[config.mk]
export PLATFORM = sky130hd
export DESIGN_NAME = mmio_initiator
export DESIGN_NICKNAME = d
export VERILOG_FILES = /design/src/rtl/mmio_pkg.sv /design/src/rtl/mmio_timeout_counter.sv /design/src/rtl/mmio_initiator.sv
export SDC_FILE = /design/constraint.sdc
export NUM_CORES = 1
export LEC_CHECK = 0
export ABC_AREA = 1
export CORE_MARGIN = 1
export CORE_UTILIZATION = 40
export DETAILED_ROUTE_END_ITERATION = 8
export PLACE_DENSITY = 0.84
export SLEW_MARGIN = 10
export SYNTH_ARGS = -nofsm -noshare
export SYNTH_HDL_FRONTEND = slang
export SYNTH_SLANG_ARGS = --single-unit
[constraint.sdc]
create_clock -name clk -period 1.8 [get_ports clk]
set_clock_uncertainty 0.15 [all_clocks]
set_input_delay 0.18 -clock clk [delete_from_list [all_inputs] [get_ports clk]]
set_output_delay 0.18 -clock clk [all_outputs]
set_load 0.02 [all_outputs]
[src/rtl/mmio_pkg.sv]
// Shared definitions for the MMIO initiator: peripheral address map, FSM encoding
// and default timeout settings used when MMIO_TIMEOUT_EN is defined.
package mmio_pkg;

    localparam logic [31:0] MMIO_BASE          = 32'h8000_0000;
    localparam logic [31:0] MMIO_UART_TXDATA   = 32'h8000_0000;
    localparam logic [31:0] MMIO_UART_STATUS   = 32'h8000_0004;
    localparam logic [31:0] MMIO_UART_RXDATA   = 32'h8000_0008;
    localparam logic [31:0] MMIO_LEDS          = 32'h8000_000C;
    localparam logic [31:0] MMIO_SWITCHES      = 32'h8000_0010;
    localparam logic [31:0] MMIO_TIMER         = 32'h8000_0014;
    localparam logic [31:0] MMIO_BUTTONS       = 32'h8000_0018;

    localparam int unsigned MMIO_TIMEOUT_DEFAULT       = 65536;
    localparam logic [31:0] MMIO_TIMEOUT_RDATA_DEFAULT = 32'hFFFF_FFFF;

    typedef enum logic [1:0] {
        ST_IDLE = 2'd0,
        ST_REQ  = 2'd1,
        ST_DONE = 2'd2
    } mmio_state_e;

    // Peripheral registers are word-sized; byte offsets within a word are dropped.
    function automatic logic [31:0] mmio_word_addr(input logic [31:0] addr);
        return {addr[31:2], 2'b00};
    endfunction

endpackage

[src/rtl/mmio_timeout_counter.sv]
// Transaction watchdog counter: cleared at request acceptance, counts enabled
// cycles and raises a registered terminal-count flag one cycle after reaching TERMINAL-1.
module mmio_timeout_counter #(
    parameter int unsigned TERMINAL = 65536
) (
    input  logic clk,
    input  logic reset,
    input  logic i_clear,
    input  logic i_enable,
    output logic o_tc
);

    localparam int W = $clog2(TERMINAL);
    localparam logic [W-1:0] LAST = W'(TERMINAL - 1);

    logic [W-1:0] r_count;
    logic         r_tc;

    // The count saturates at LAST so a lingering enable cannot wrap it back to zero.
    always_ff @(posedge clk) begin
        if (reset || i_clear) begin
            r_count <= '0;
            r_tc    <= 1'b0;
        end else if (i_enable) begin
            r_tc <= (r_count == LAST);
            if (r_count != LAST) begin
                r_count <= r_count + 1'b1;
            end
        end else begin
            r_tc <= 1'b0;
        end
    end

    assign o_tc = r_tc;

endmodule

[src/rtl/mmio_initiator.sv]
// MMIO bus initiator: turns a CPU load/store into a held mmio_* request and returns
// a one-cycle cpu_ready pulse. Define MMIO_TIMEOUT_EN to build the timeout watchdog.
module mmio_initiator
    import mmio_pkg::*;
#(
    parameter int unsigned TIMEOUT_CYCLES = MMIO_TIMEOUT_DEFAULT,
    parameter logic [31:0] TIMEOUT_RDATA  = MMIO_TIMEOUT_RDATA_DEFAULT
) (
    input  logic        clk,
    input  logic        reset,
    input  logic        cpu_valid,
    input  logic [31:0] cpu_addr,
    input  logic [31:0] cpu_wdata,
    input  logic [3:0]  cpu_wstrb,
    output logic [31:0] cpu_rdata,
    output logic        cpu_ready,
    output logic        mmio_valid,
    output logic        mmio_write,
    output logic [31:0] mmio_addr,
    output logic [31:0] mmio_wdata,
    output logic [3:0]  mmio_wstrb,
    input  logic [31:0] mmio_rdata,
    input  logic        mmio_ready,
    output logic        busy,
    output logic        err_timeout,
    input  logic        err_clear
);

    mmio_state_e r_state;
    mmio_state_e w_next_state;

    logic        w_accept;
    logic        w_ack;
    logic        w_abort;
    logic        w_tc;

    logic        r_mmio_valid;
    logic        r_mmio_write;
    logic [31:0] r_mmio_addr;
    logic [31:0] r_mmio_wdata;
    logic [3:0]  r_mmio_wstrb;
    logic [31:0] r_cpu_rdata;
    logic        r_cpu_ready;
    logic        r_busy;

    always_ff @(posedge clk) begin
        if (reset) begin
            r_state <= ST_IDLE;
        end else begin
            r_state <= w_next_state;
        end
    end

    // Ready wins over a coincident terminal count; stray readies outside REQ fall through.
    always_comb begin
        w_next_state = r_state;
        w_accept     = 1'b0;
        w_ack        = 1'b0;
        w_abort      = 1'b0;
        case (r_state)
            ST_IDLE: begin
                if (cpu_valid && !r_cpu_ready) begin
                    w_accept     = 1'b1;
                    w_next_state = ST_REQ;
                end
            end
            ST_REQ: begin
                if (mmio_ready) begin
                    w_ack        = 1'b1;
                    w_next_state = ST_DONE;
                end else if (w_tc) begin
                    w_abort      = 1'b1;
                    w_next_state = ST_DONE;
                end
            end
            ST_DONE: begin
                w_next_state = ST_IDLE;
            end
            default: begin
                w_next_state = ST_IDLE;
            end
        endcase
    end

    always_ff @(posedge clk) begin
        if (reset) begin
            r_mmio_valid <= 1'b0;
            r_mmio_write <= 1'b0;
            r_mmio_addr  <= '0;
            r_mmio_wdata <= '0;
            r_mmio_wstrb <= '0;
            r_cpu_rdata  <= '0;
            r_cpu_ready  <= 1'b0;
            r_busy       <= 1'b0;
        end else begin
            r_busy      <= (w_next_state != ST_IDLE);
            r_cpu_ready <= w_ack | w_abort;
            if (w_accept) begin
                r_mmio_valid <= 1'b1;
                r_mmio_write <= |cpu_wstrb;
                r_mmio_addr  <= mmio_word_addr(cpu_addr);
                r_mmio_wdata <= cpu_wdata;
                r_mmio_wstrb <= cpu_wstrb;
            end
            if (w_ack) begin
                r_mmio_valid <= 1'b0;
                r_cpu_rdata  <= r_mmio_write ? '0 : mmio_rdata;
            end else if (w_abort) begin
                r_mmio_valid <= 1'b0;
                r_cpu_rdata  <= r_mmio_write ? '0 : TIMEOUT_RDATA;
            end
        end
    end

`ifdef MMIO_TIMEOUT_EN
    logic w_count_en;
    logic r_err_timeout;

    assign w_count_en = (r_state == ST_REQ) && !mmio_ready;

    mmio_timeout_counter #(
        .TERMINAL (TIMEOUT_CYCLES)
    ) u_timeout (
        .clk      (clk),
        .reset    (reset),
        .i_clear  (w_accept),
        .i_enable (w_count_en),
        .o_tc     (w_tc)
    );

    // A timeout in the same cycle as err_clear leaves the flag set.
    always_ff @(posedge clk) begin
        if (reset) begin
            r_err_timeout <= 1'b0;
        end else if (w_abort) begin
            r_err_timeout <= 1'b1;
        end else if (err_clear) begin
            r_err_timeout <= 1'b0;
        end
    end

    assign err_timeout = r_err_timeout;
`else
    logic w_unused_cfg;

    assign w_tc         = 1'b0;
    assign err_timeout  = 1'b0;
    assign w_unused_cfg = err_clear | (TIMEOUT_CYCLES == 0);
`endif

    assign cpu_rdata  = r_cpu_rdata;
    assign cpu_ready  = r_cpu_ready;
    assign mmio_valid = r_mmio_valid;
    assign mmio_write = r_mmio_write;
    assign mmio_addr  = r_mmio_addr;
    assign mmio_wdata = r_mmio_wdata;
    assign mmio_wstrb = r_mmio_wstrb;
    assign busy       = r_busy;

endmodule

# Word-level counts from Yosys, hierarchy flattened
# Index checks and enable logic that the tools add are counted.
[op_classes]
eq_ne = 1
mux = 9
n_reduce_logical = 6
[ops]
columns = ["operator", "n"]
rows = [
  ["32-bit two-way mux", 2],
  ["1-bit two-way mux", 4],
  ["2-bit two-way mux", 2],
  ["2-bit case mux with 2 select lines", 1],
  ["4-bit OR reduction", 1],
  ["2-bit by 1-bit equality test with 1-bit output (second input constant)", 1],
  ["2-bit logical NOT", 1],
  ["2-bit nonzero test", 1],
  ["2-bit OR reduction", 1],
  ["1-bit logical AND", 1],
  ["1-bit logical NOT", 1],
]
[totals]
register_bits = 104
in_bits = 105
out_inout_bits = 105
word_cells = 25

# Depth between registers and ports, before layout
[depth]
ltp_word = 5
mapped_depth = 7
mapped_depth_nobuf = 6

# Worst setup path before layout
# Ideal clock, no wire load.
[synth_path]
path_type = "register to register"
start = "reg r_cpu_ready, in the netlist cpu_ready"
end = "reg r_mmio_wdata[10], in the netlist mmio_wdata[10]"
setup_ps = 115
arrival_time_ps = 1094
required_ps = 1535
path_slack_ps = 441
stages_incl_launch_ff = 7
n_path_buf = 2
synth_period_minus_slack_ps = 1359
path_cell_list = "dfxtp_1 nor2_2 buf_4 buf_2 nand3b_1 nand2_1 nor2_1"
[synth_via]
elab_chain_len = 4
[synth_lines]
columns = ["item", "line_no", "rtl"]
rows = [
  ["start: declaration", "mmio_initiator.sv:43", "logic r_cpu_ready;"],
  ["start signal: assignment", "mmio_initiator.sv:97", "r_cpu_ready <= w_ack | w_abort;"],
  ["1-bit logical NOT", "mmio_initiator.sv:62", "if (cpu_valid && !r_cpu_ready) begin"],
  ["1-bit logical AND", "mmio_initiator.sv:62", ""],
  ["1-bit two-way mux", "mmio_initiator.sv:62", ""],
  ["1-bit two-way mux", "mmio_initiator.sv:60", "case (r_state)"],
  ["end signal: assignment", "mmio_initiator.sv:102", "r_mmio_wdata <= cpu_wdata;"],
  ["end: declaration", "mmio_initiator.sv:40", "logic [31:0] r_mmio_wdata;"],
]
# Every way passes these cells.
# A chain may end at the register's enable or synchronous reset.

# Worst setup path after layout
[layout_path]
start = "reg r_cpu_ready, in the netlist cpu_ready"
end = "out cpu_ready"
[layout_rtl]
columns = ["item", "line_no", "rtl"]
rows = [
  ["end: declaration", "mmio_initiator.sv:16", "output logic cpu_ready,"],
]
# No word-level cell between the ends.

==> flow_metrics.py <==
metrics = {
    "status": {
        "status": "completed",
    },
    "cells_and_area": {
        "fill_cells": 870,
        "antennaDiodeCount": 0,
        "area_growth_pct": 57.8,
        "layout-drive-gt1-share_pct": 4.92,
        "finalInstanceArea_sq_um": 6660,
        "nets": 832,
    },
    "sta": {
        "max_freq_mhz": 588,
        "timing.final.crit_share_pct": 94.4,
        "holdWs_ns": 0.236,
        "setup_viol": 0,
        "rsz0062_at_grt": "no",
        "tns_ns": 0,
        "hold_violations": 0,
        "drv_slew": 0,
        "layout_setup_ws_ns": 0.101,
        "period_needed_ns": 1.70,
    },
    "setup_path": {
        "slowest_delay_ns": 0.63,
        "path_delay_family": "buffers and inverters",
        "cp.depth": 1,
        "cp_max_fo": 2,
        "slowest_stage": "clkdlybuf4s50_1",
        "worstPathArrival_ns": 1.37,
        "cp.required_ns": 1.47,
        "crit_path_end_kind": "output pin",
        "crit_buf_inv": 1,
        "reg2reg_depth": 5,
        "worst_setup_path_start_kind": "flip-flop",
        "criticalPathCategory": "flip-flop to output pin",
        "path_cells": "clkdlybuf4s50_1",
    },
    "synth": {
        "synth_xor_area_share_pct": 0,
        "synth-compound-area-share_pct": 11.7,
        "syn_area_sq_um": 4220,
        "synth-seq-cells": 104,
        "synth_common_cells": "105 x nand2_1, 104 x dfxtp_1, 69 x nor2_1",
        "synth_top_area_share_pct": 49.3,
        "synthArstFlopShare_pct": 0,
        "synth_cells": 543,
        "synth.most_common_cell": "nand2_1",
        "synth_simple_gate_area_share_pct": 31.9,
        "synth_top_flop_cell": "dfxtp_1",
        "ys_warn_count": 0,
        "yosys-top-cells-area": "dfxtp_1 49%, nand3b_1 12%, nand2_1 9.3%",
        "ys_seq_area_share_pct": 49.3,
        "synth_top_family_by_area": "simple AND/OR/NAND/NOR gates",
        "synth_edf_count": 0,
        "synthAdderAreaFrac_pct": 0,
        "syn_avg_cell_area_sq_um": 7.77,
        "synth.distinct_cells": 16,
        "synth_area_leader_cell": "dfxtp_1",
        "synth.area.mux_share_pct": 0,
    },
    "die": {
        "dieArea_sq_um": 11000,
        "core_area_sq_um": 10300,
        "start_util_pct": 41.1,
        "rows": 37,
        "dieWidth_um": 105,
        "die_h_um": 105,
        "io_pins": 210,
    },
    "clocking": {
        "cts_tree": "yes",
        "cts_buffers": 9,
        "clk_pin_slew_ns": 0.10,
        "clock-root-buffer": "clkbuf_8",
        "cts.sinks": 104,
        "cts_htree_levels": 3,
        "cts_buffer_depth": 2,
        "postCtsSetupBuffers": 0,
        "cts.repair.resized": 0,
        "clock_latency_ns": 0.35,
        "cts_hold_buf": 0,
    },
    "detailed_routing": {
        "drc": 0,
        "num_vias": 4340,
        "first_pass_iters": 5,
        "antenna_left": 0,
        "drt_iter0_drc": 282,
        "wl_per_cell_um": 14.1,
        "wirelength_mm": 12.2,
        "drt-vias-per-instance": 5.01,
    },
    "global_route": {
        "grt_pass1_wl_mm": 19.5,
        "grtUsageTotal_pct": 21.9,
        "grt_max_degree": 57,
        "grt_overflow": 0,
        "antenna_found_initial": 0,
        "grt_pass1_vias": 4114,
    },
    "power_and_ir_drop": {
        "p_switching_w": 0.00157,
        "pwr_density_cell_nw_per_um2": 835,
        "pwr-share-clk_pct": 27.9,
        "power_leakage_nw": 2.69,
        "p_int_w": 0.00398,
        "sw_frac_of_total_pct": 28.3,
        "p_seq_share_pct": 46.2,
        "vdd_ir_drop_max_v": 0.000445,
        "pwr-share-comb_pct": 25.9,
    },
    "placed_design": {
        "dp_slack_ns": 0.160,
        "portBuffers": 203,
        "place.gp.congestion": 0.811,
        "dpl_cell_area_sq_um": 6450,
        "dp_hpwl_mm": 8.85,
    },
    "worst_hold_path": {
        "hp-class": "input port to flip-flop",
        "holdPathStages": 3,
    },
    "job": {
        "cap_violations": 0,
    },
}
-- power by group through the flow --
stage	registers [W]	clock network, W	logic [W]
after floorplan	0.00282	0	0.000519
after global placement	0.00261	0	0.00141
after detailed placement	0.00262	0	0.00144
after CTS	0.00257	0.00160	0.00145
after global routing	0.00259	0.00170	0.00156
final	0.00257	0.00155	0.00144
-- registers in the layout, summed over array words and instances (netlist names) --
name        cells
busy            1
cpu_rdata      32
cpu_ready       1
mmio_addr      30
mmio_valid      1
mmio_wdata     32
mmio_write      1
mmio_wstrb      4
r_state         2
-- routing by layer --
| layer | GRT usage (%) | share of wire [%] | vias up | routed length (um) |
|---|---|---|---|---|
| met5 | 0 | 0 | - | 0 |
| li1 | - | - | 2144 | - |
| met2 | 38.6 | 49 | 179 | 6020 |
| met4 | 7.75 | 1.8 | 0 | 224 |
| met1 | 25.7 | 41 | 1998 | 5000 |
| met3 | 5.36 | 7.8 | 19 | 952 |
-- layout make-up --
| type | count | area (sq um) | area share, % |
|---|---|---|---|
| sequential | 104 | 2080 | 31.3 |
| clock inverter | 5 | 81.3 | 1.22 |
| clock buffer | 10 | 128 | 1.92 |
| multi-input combinational | 380 | 1860 | 27.9 |
| tap | 136 | 170 | 2.56 |
| inverter | 10 | 38.8 | 0.583 |
| timing repair buffer | 222 | 2300 | 34.5 |
-- cell usage in the layout (no fill, tap or decap) --
| cell type | n |
|---|---|
| clkbuf_1 | 1 |
| nand3_1 | 36 |
| nor2_4 | 2 |
| buf_12 | 10 |
| o21ai_0 | 32 |
| conb_1 | 3 |
| nand2_1 | 105 |
| inv_1 | 9 |
| nand3b_1 | 65 |
| nor2_1 | 69 |
| buf_4 | 9 |
| clkinvlp_4 | 1 |
| dfxtp_1 | 104 |
| nand4_1 | 1 |
| bufinv_16 | 2 |
| clkbuf_8 | 9 |
| a21oi_1 | 67 |
| inv_6 | 1 |
| clkinv_2 | 2 |
| clkdlybuf4s50_1 | 203 |
-- per-stage QoR --
stage | cells | util (%) | total power, W
floorplan | 545 | - | 0.00334
global placement | 852 | 62.7 | 0.00402
detailed placement | 852 | 62.7 | 0.00406
CTS | 867 | 64.8 | 0.00561
global route | 867 | 64.8 | 0.00584
finish | 867 | 64.8 | 0.00556
-- path summary, 6_finish.rpt --
kind	start	endpoint	slack (ns)
setup reg to reg	r_state[0]	mmio_wdata[22]	0.29
setup / recovery	cpu_ready	cpu_ready	0.10
hold reg to reg	mmio_valid	mmio_valid	0.31
hold / removal	mmio_rdata[6]	cpu_rdata[6]	0.24
-- cell families (layout without fill, tap and decap cells) --
group	after synthesis	after routing
DFF	104	104
and+or+nand+nor	278	278
AOI/OAI and AO/OA	99	99
buffers and inverters	61	247
other	1	3
(Power assumes the default switching activity.)
